--- config.mk ---
export PLATFORM = sky130hd
export DESIGN_NAME = uart_calc_parser
export DESIGN_NICKNAME = d
export VERILOG_FILES = /design/src/rtl/uart_calc_parser.sv
export SDC_FILE = /design/constraint.sdc
export NUM_CORES = 1
export LEC_CHECK = 0
export CORE_UTILIZATION = 55
export DETAILED_ROUTE_END_ITERATION = 8
export PLACE_DENSITY = 0.75
export SYNTH_ARGS = -nofsm -noshare
export SYNTH_HDL_FRONTEND = slang
export SYNTH_SLANG_ARGS = --single-unit
export TNS_END_PERCENT = 5
--- constraint.sdc ---
create_clock -name clk -period 6.6 [get_ports clk]
set_input_delay 0.99 -clock clk [delete_from_list [all_inputs] [get_ports clk]]
set_output_delay 0.99 -clock clk [all_outputs]
set_load 0.01 [all_outputs]
--- src/rtl/uart_calc_parser.sv ---
// ASCII calculator parser for "<A><op><B><term>" byte streams from the UART RX stage.
// Produces a registered result with a one-cycle valid pulse, or a one-cycle err pulse.
module uart_calc_parser #(
  parameter int unsigned WIDTH      = 16,
  parameter int unsigned MAX_DIGITS = 4
) (
  input  logic             clk,
  input  logic             n_rst,
  input  logic [7:0]       rx_data,
  input  logic             rx_valid,
  output logic [WIDTH-1:0] result,
  output logic             result_valid,
  output logic             ovf,
  output logic             err,
  output logic             busy
);

  localparam int unsigned CW = $clog2(MAX_DIGITS + 1);
  localparam logic [CW-1:0] MaxCnt = CW'(MAX_DIGITS);

  typedef enum logic [1:0] {StIdle, StOpa, StOpb0, StOpb} state_t;
  typedef enum logic [1:0] {OpAdd, OpSub, OpMul} op_t;

  state_t          state;
  op_t             op;
  logic [WIDTH-1:0] opa, opb;
  logic [CW-1:0]   dcnt;

  logic             is_digit, is_op, is_term, is_space, is_err, room;
  logic [WIDTH-1:0] digit, acc_a, acc_b, diff;
  logic [WIDTH:0]   sum;
  logic [2*WIDTH-1:0] prod;
  op_t              op_in;

  assign is_digit = (rx_data >= 8'h30) && (rx_data <= 8'h39);
  assign is_op    = (rx_data == 8'h2B) || (rx_data == 8'h2D) || (rx_data == 8'h2A);
  assign is_term  = (rx_data == 8'h3D) || (rx_data == 8'h0D);
  assign is_space = (rx_data == 8'h20);
  assign room     = (dcnt < MaxCnt);

  assign digit = WIDTH'(rx_data[3:0]);
  assign acc_a = opa * WIDTH'(10) + digit;
  assign acc_b = opb * WIDTH'(10) + digit;
  assign sum   = {1'b0, opa} + {1'b0, opb};
  assign diff  = opa - opb;
  assign prod  = {{WIDTH{1'b0}}, opa} * {{WIDTH{1'b0}}, opb};

  always_comb begin
    op_in = OpMul;
    if (rx_data == 8'h2B) op_in = OpAdd;
    else if (rx_data == 8'h2D) op_in = OpSub;
  end

  always_comb begin
    is_err = 1'b0;
    unique case (state)
      StIdle: is_err = !is_digit;
      StOpa:  is_err = !(is_op || (is_digit && room));
      StOpb0: is_err = !is_digit;
      StOpb:  is_err = !(is_term || (is_digit && room));
      default: is_err = 1'b1;
    endcase
  end

  always_ff @(posedge clk or negedge n_rst) begin
    if (!n_rst) begin
      state        <= StIdle;
      op           <= OpAdd;
      opa          <= '0;
      opb          <= '0;
      dcnt         <= '0;
      result       <= '0;
      result_valid <= 1'b0;
      ovf          <= 1'b0;
      err          <= 1'b0;
      busy         <= 1'b0;
    end else begin
      result_valid <= 1'b0;
      ovf          <= 1'b0;
      err          <= 1'b0;
      // Spaces are transparent: no state or register changes at all.
      if (rx_valid && !is_space) begin
        if (is_err) begin
          err   <= 1'b1;
          state <= StIdle;
          busy  <= 1'b0;
          op    <= OpAdd;
          opa   <= '0;
          opb   <= '0;
          dcnt  <= '0;
        end else begin
          unique case (state)
            StIdle: begin
              opa   <= digit;
              dcnt  <= CW'(1);
              state <= StOpa;
              busy  <= 1'b1;
            end
            StOpa: begin
              if (is_digit) begin
                opa  <= acc_a;
                dcnt <= dcnt + CW'(1);
              end else begin
                op    <= op_in;
                state <= StOpb0;
              end
            end
            StOpb0: begin
              opb   <= digit;
              dcnt  <= CW'(1);
              state <= StOpb;
            end
            StOpb: begin
              if (is_digit) begin
                opb  <= acc_b;
                dcnt <= dcnt + CW'(1);
              end else begin
                result_valid <= 1'b1;
                case (op)
                  OpAdd: begin
                    result <= sum[WIDTH-1:0];
                    ovf    <= sum[WIDTH];
                  end
                  OpSub: result <= diff;
                  default: begin
                    result <= prod[WIDTH-1:0];
                    ovf    <= |prod[2*WIDTH-1:WIDTH];
                  end
                endcase
                state <= StIdle;
                busy  <= 1'b0;
                op    <= OpAdd;
                opa   <= '0;
                opb   <= '0;
                dcnt  <= '0;
              end
            end
            default: state <= StIdle;
          endcase
        end
      end
    end
  end

endmodule
==> results.yml <==
outcome:
  outcome: "complete, no violations"
cts:
  clk_pin_slew_ns: 0.06
  clock_latency_ns: 0.35
  clockRootBuffer: "clkbuf_16"
  ctsHoldBuffers: 0
  cts_tree: "built"
  cts-resized-gates: 0
  clockBufferDepth: 2
  cts_sinks: 59
  ctsHtreeMaxLevel: 3
  cts_buffers: 9
  cts_setup_buffers: 0
setup_path:
  path_delay_family: "adder cells"
  worstReg2RegStart: "opb[4]$_DFFE_PN0P_"
  r2r_setup_slack_ns: 0.26
  path_class: "flip-flop to flip-flop"
  crit_slowest_cell: "fa_1"
  cp.required_ns: 6.82
  startpoint_type: "flip-flop"
  crit_arrival_ns: 6.56
  rr_worst_depth: 21
  cp_common_cell: "fa_1"
  crit_chain: "buf_4 > ha_1 > fa_1 > inv_1 > fa_1 > inv_1 > ha_1 > fa_1 > fa_1 > fa_1 > ha_1 > nor4_1 > o21ai_2 > a41oi_2 > o21ai_1 > and2b_1 > a21oi_2 > mux2i_1 > nand4_1 > nor4_1 > a311oi_1"
  crit_buf_inv: 3
  timing.rr.end: "ovf$_DFF_PN0_"
  end_kind: "flip-flop"
  cp_slowest_stage_delay_ns: 0.56
  cp_max_fo: 13
synth:
  synth_top_area_share_pct: 28.1
  synthTopCellsByCount: "243 x inv_1, 237 x nand2_1, 200 x fa_1"
  yosys.area.top_type: "fa_1"
  yosysUniqueCellTypes: 79
  yosys_warnings: 0
  mappedNetlistNets: 2062
  ys_seq_elements: 59
  synthArstFlopShare_pct: 100
  synth-seq-area-share_pct: 10.3
  ys.flop_type: "dfrtp_1"
  synthMostInstantiatedCell: "inv_1"
  syn_area_sq_um: 14300
  syn_area_per_cell_sq_um: 8.60
  synth-edff-count: 0
  synth_area_leaders: "fa_1 28%, ha_1 17%, dfrtp_1 10%"
  synthCells: 1659
route:
  wl_per_cell_um: 18.2
  dr.pass1.iters: 5
  wl_um: 37200
  drt_iter0_markers: 906
  avgViaCountPerCell: 5.69
  drc: 0
  dr_total_vias: 11630
  ant_nets: 0
pwr:
  power_frac_clock_pct: 25.8
  power_frac_comb_pct: 48.7
  p_int_mw: 1.07
  irDropWorstVdd_mv: 0.149
  cellLeakagePower_nw: 7.27
  p_sw_share_pct: 43.0
  power_density_nw_per_um2: 120
  switchingPower_uw: 805
  seq_power_share_pct: 25.5
sta:
  fin_crit_sh_pct: 96.1
  setup_tns_ns: 0
  max-slew-margin-rel_pct: 47.9
  whs_ns: 0.475
  worst_pin_slew_ns: 0.782
  fin_ws_ns: 0.258
  finalSetupViolations: 0
  fmax_ghz: 0.158
  hold_viol_final: 0
  finalClockSkew_ns: 0.0116
  fin_crit_ns: 6.34
  drv_slew: 0
min_path:
  hold_depth: 2
  worstHoldStart: "result[2]$_DFFE_PN0P_"
  hold_path.class: "flip-flop to flip-flop"
  whs_endpoint: "result[2]$_DFFE_PN0P_"
grt:
  top_usage_layer: "met2"
  grt_pass1_vias: 11990
  antenna_found_initial: 0
  grt_max_degree: 60
  grt_first_pass_wirelength_um: 61400
  grt_usage_pct: 29.7
  met3_usage_pct: 4.93
  gr-usage-met1_pct: 41.1
  met2_usage_pct: 46.9
  gr-total-overflow: 0
placement:
  place.gp.congestion: 0.948
  place_ws_ns: 0.187
  io_buffers: 30
  hpwlAfterDp_um: 31200
die:
  core_area_sq_um: 25300
  dieHeight_um: 163
  die_x_um: 163
  dieArea_sq_um: 26600
  pin_count: 31
  start_util_pct: 56.3
  num_rows: 58
final_layout:
  fillers: 2131
  drive_gt1_share_pct: 8.28
  nets: 2113
  antennaDiodeCount: 0
  syn_to_final_growth_pct: 9.26
flow_run:
  cap_viol_max_count: 0
-- placed cells by master (no fill, tap or decap), types with 8 or more instances in the layout --
cell type,netlist,final
a21oi_1,75,74
inv_1,243,243
o21ai_0,51,51
nand4_1,11,11
xnor2_1,63,63
ha_1,192,192
nor2b_1,10,10
nor3_1,20,20
o21ai_1,30,29
o21bai_1,11,11
nand2b_1,11,11
and2_1,90,90
nand2_1,237,237
dfrtp_2,0,12
clkdlybuf4s50_1,0,29
dfrtp_1,59,47
o31ai_1,10,10
mux2i_1,8,8
a21o_1,13,13
clkbuf_16,0,9
a21oi_2,7,8
xor2_1,22,22
nor2_1,72,72
and3_1,15,15
o21a_1,13,13
buf_4,1,76
nand3_1,17,17
fa_1,200,200
-- stage by stage --
| step | power (mW) | instances | instance area, sq um | util [%] |
|---|---|---|---|---|
| finish | 1.87 | 2044 | 15600 | 61.6 |
| CTS | 1.87 | 2044 | 15600 | 61.5 |
| global placement | 1.35 | 2029 | 15300 | 60.3 |
| floorplan | 1.09 | 1659 | 14300 | - |
| global route | 2.00 | 2044 | 15600 | 61.6 |
| detailed placement | 1.38 | 2029 | 15300 | 60.3 |
-- flip-flops by register name, summed over array words and instances, names as in the netlist --
signal / cells
dcnt: 3
opb: 16
result: 16
opa: 16
busy: 1
state: 2
result_valid: 1
op: 2
err: 1
ovf: 1
-- how the worst max path moves through the flow --
stage | endpoint | slack, ns | depth (start not counted) | start
after global placement | ovf$_DFF_PN0_ | 0.30 | 22 | opb[5]$_DFFE_PN0P_
after CTS | ovf$_DFF_PN0_ | 0.20 | 21 | opb[15]$_DFFE_PN0P_
after floorplan | ovf$_DFF_PN0_ | 0.31 | 24 | opa[12]$_DFFE_PN0P_
final | ovf$_DFF_PN0_ | 0.26 | 21 | opb[4]$_DFFE_PN0P_
after global routing | ovf$_DFF_PN0_ | -0.0004 | 20 | opa[10]$_DFFE_PN0P_
after detailed placement | ovf$_DFF_PN0_ | 0.19 | 21 | opb[4]$_DFFE_PN0P_
-- power groups by stage --
stage	clock network (mW)	logic, mW	registers [mW]
2_1_floorplan	0	0.640	0.452
3_3_place_gp	0	0.875	0.478
3_5_place_dp	0	0.895	0.481
4_1_cts	0.492	0.901	0.475
5_1_grt	0.507	1.01	0.482
6_report	0.483	0.911	0.478
-- cell families after synthesis --
group,after synthesis,share of synthesized area [%]
DFF,59,10.3
and+or+nand+nor,515,17.1
adders and majority gates,392,44.9
xor gates and xnor gates,85,5.22
muxes,9,0.640
AOI/OAI and AO/OA,290,13.5
buffers and inverters,309,8.35
-- layer usage --
metal / vias up / part of all wire, %
met4: 0 / 3.3
met2: 389 / 45
met5: - / 0
met3: 78 / 6.5
met1: 5671 / 45
li1: 5492 / -
-- tightest hold or removal path, cell delays in order, from the launching register on --
cell	delay (ns)
dfrtp_1	0.34
nand2_1	0.05
o21ai_0	0.06
-- final cells by class --
type | instances | area, sq um | area share (%)
Inverter | 243 | 912 | 5.85
Sequential cell | 59 | 1490 | 9.57
Multi-Input combinational cell | 1291 | 11600 | 74.5
Tap cell | 330 | 413 | 2.65
Clock inverter | 6 | 66.3 | 0.425
Timing Repair Buffer | 106 | 866 | 5.55
Clock buffer | 9 | 225 | 1.44
Power figures use the tool's default switching activity.
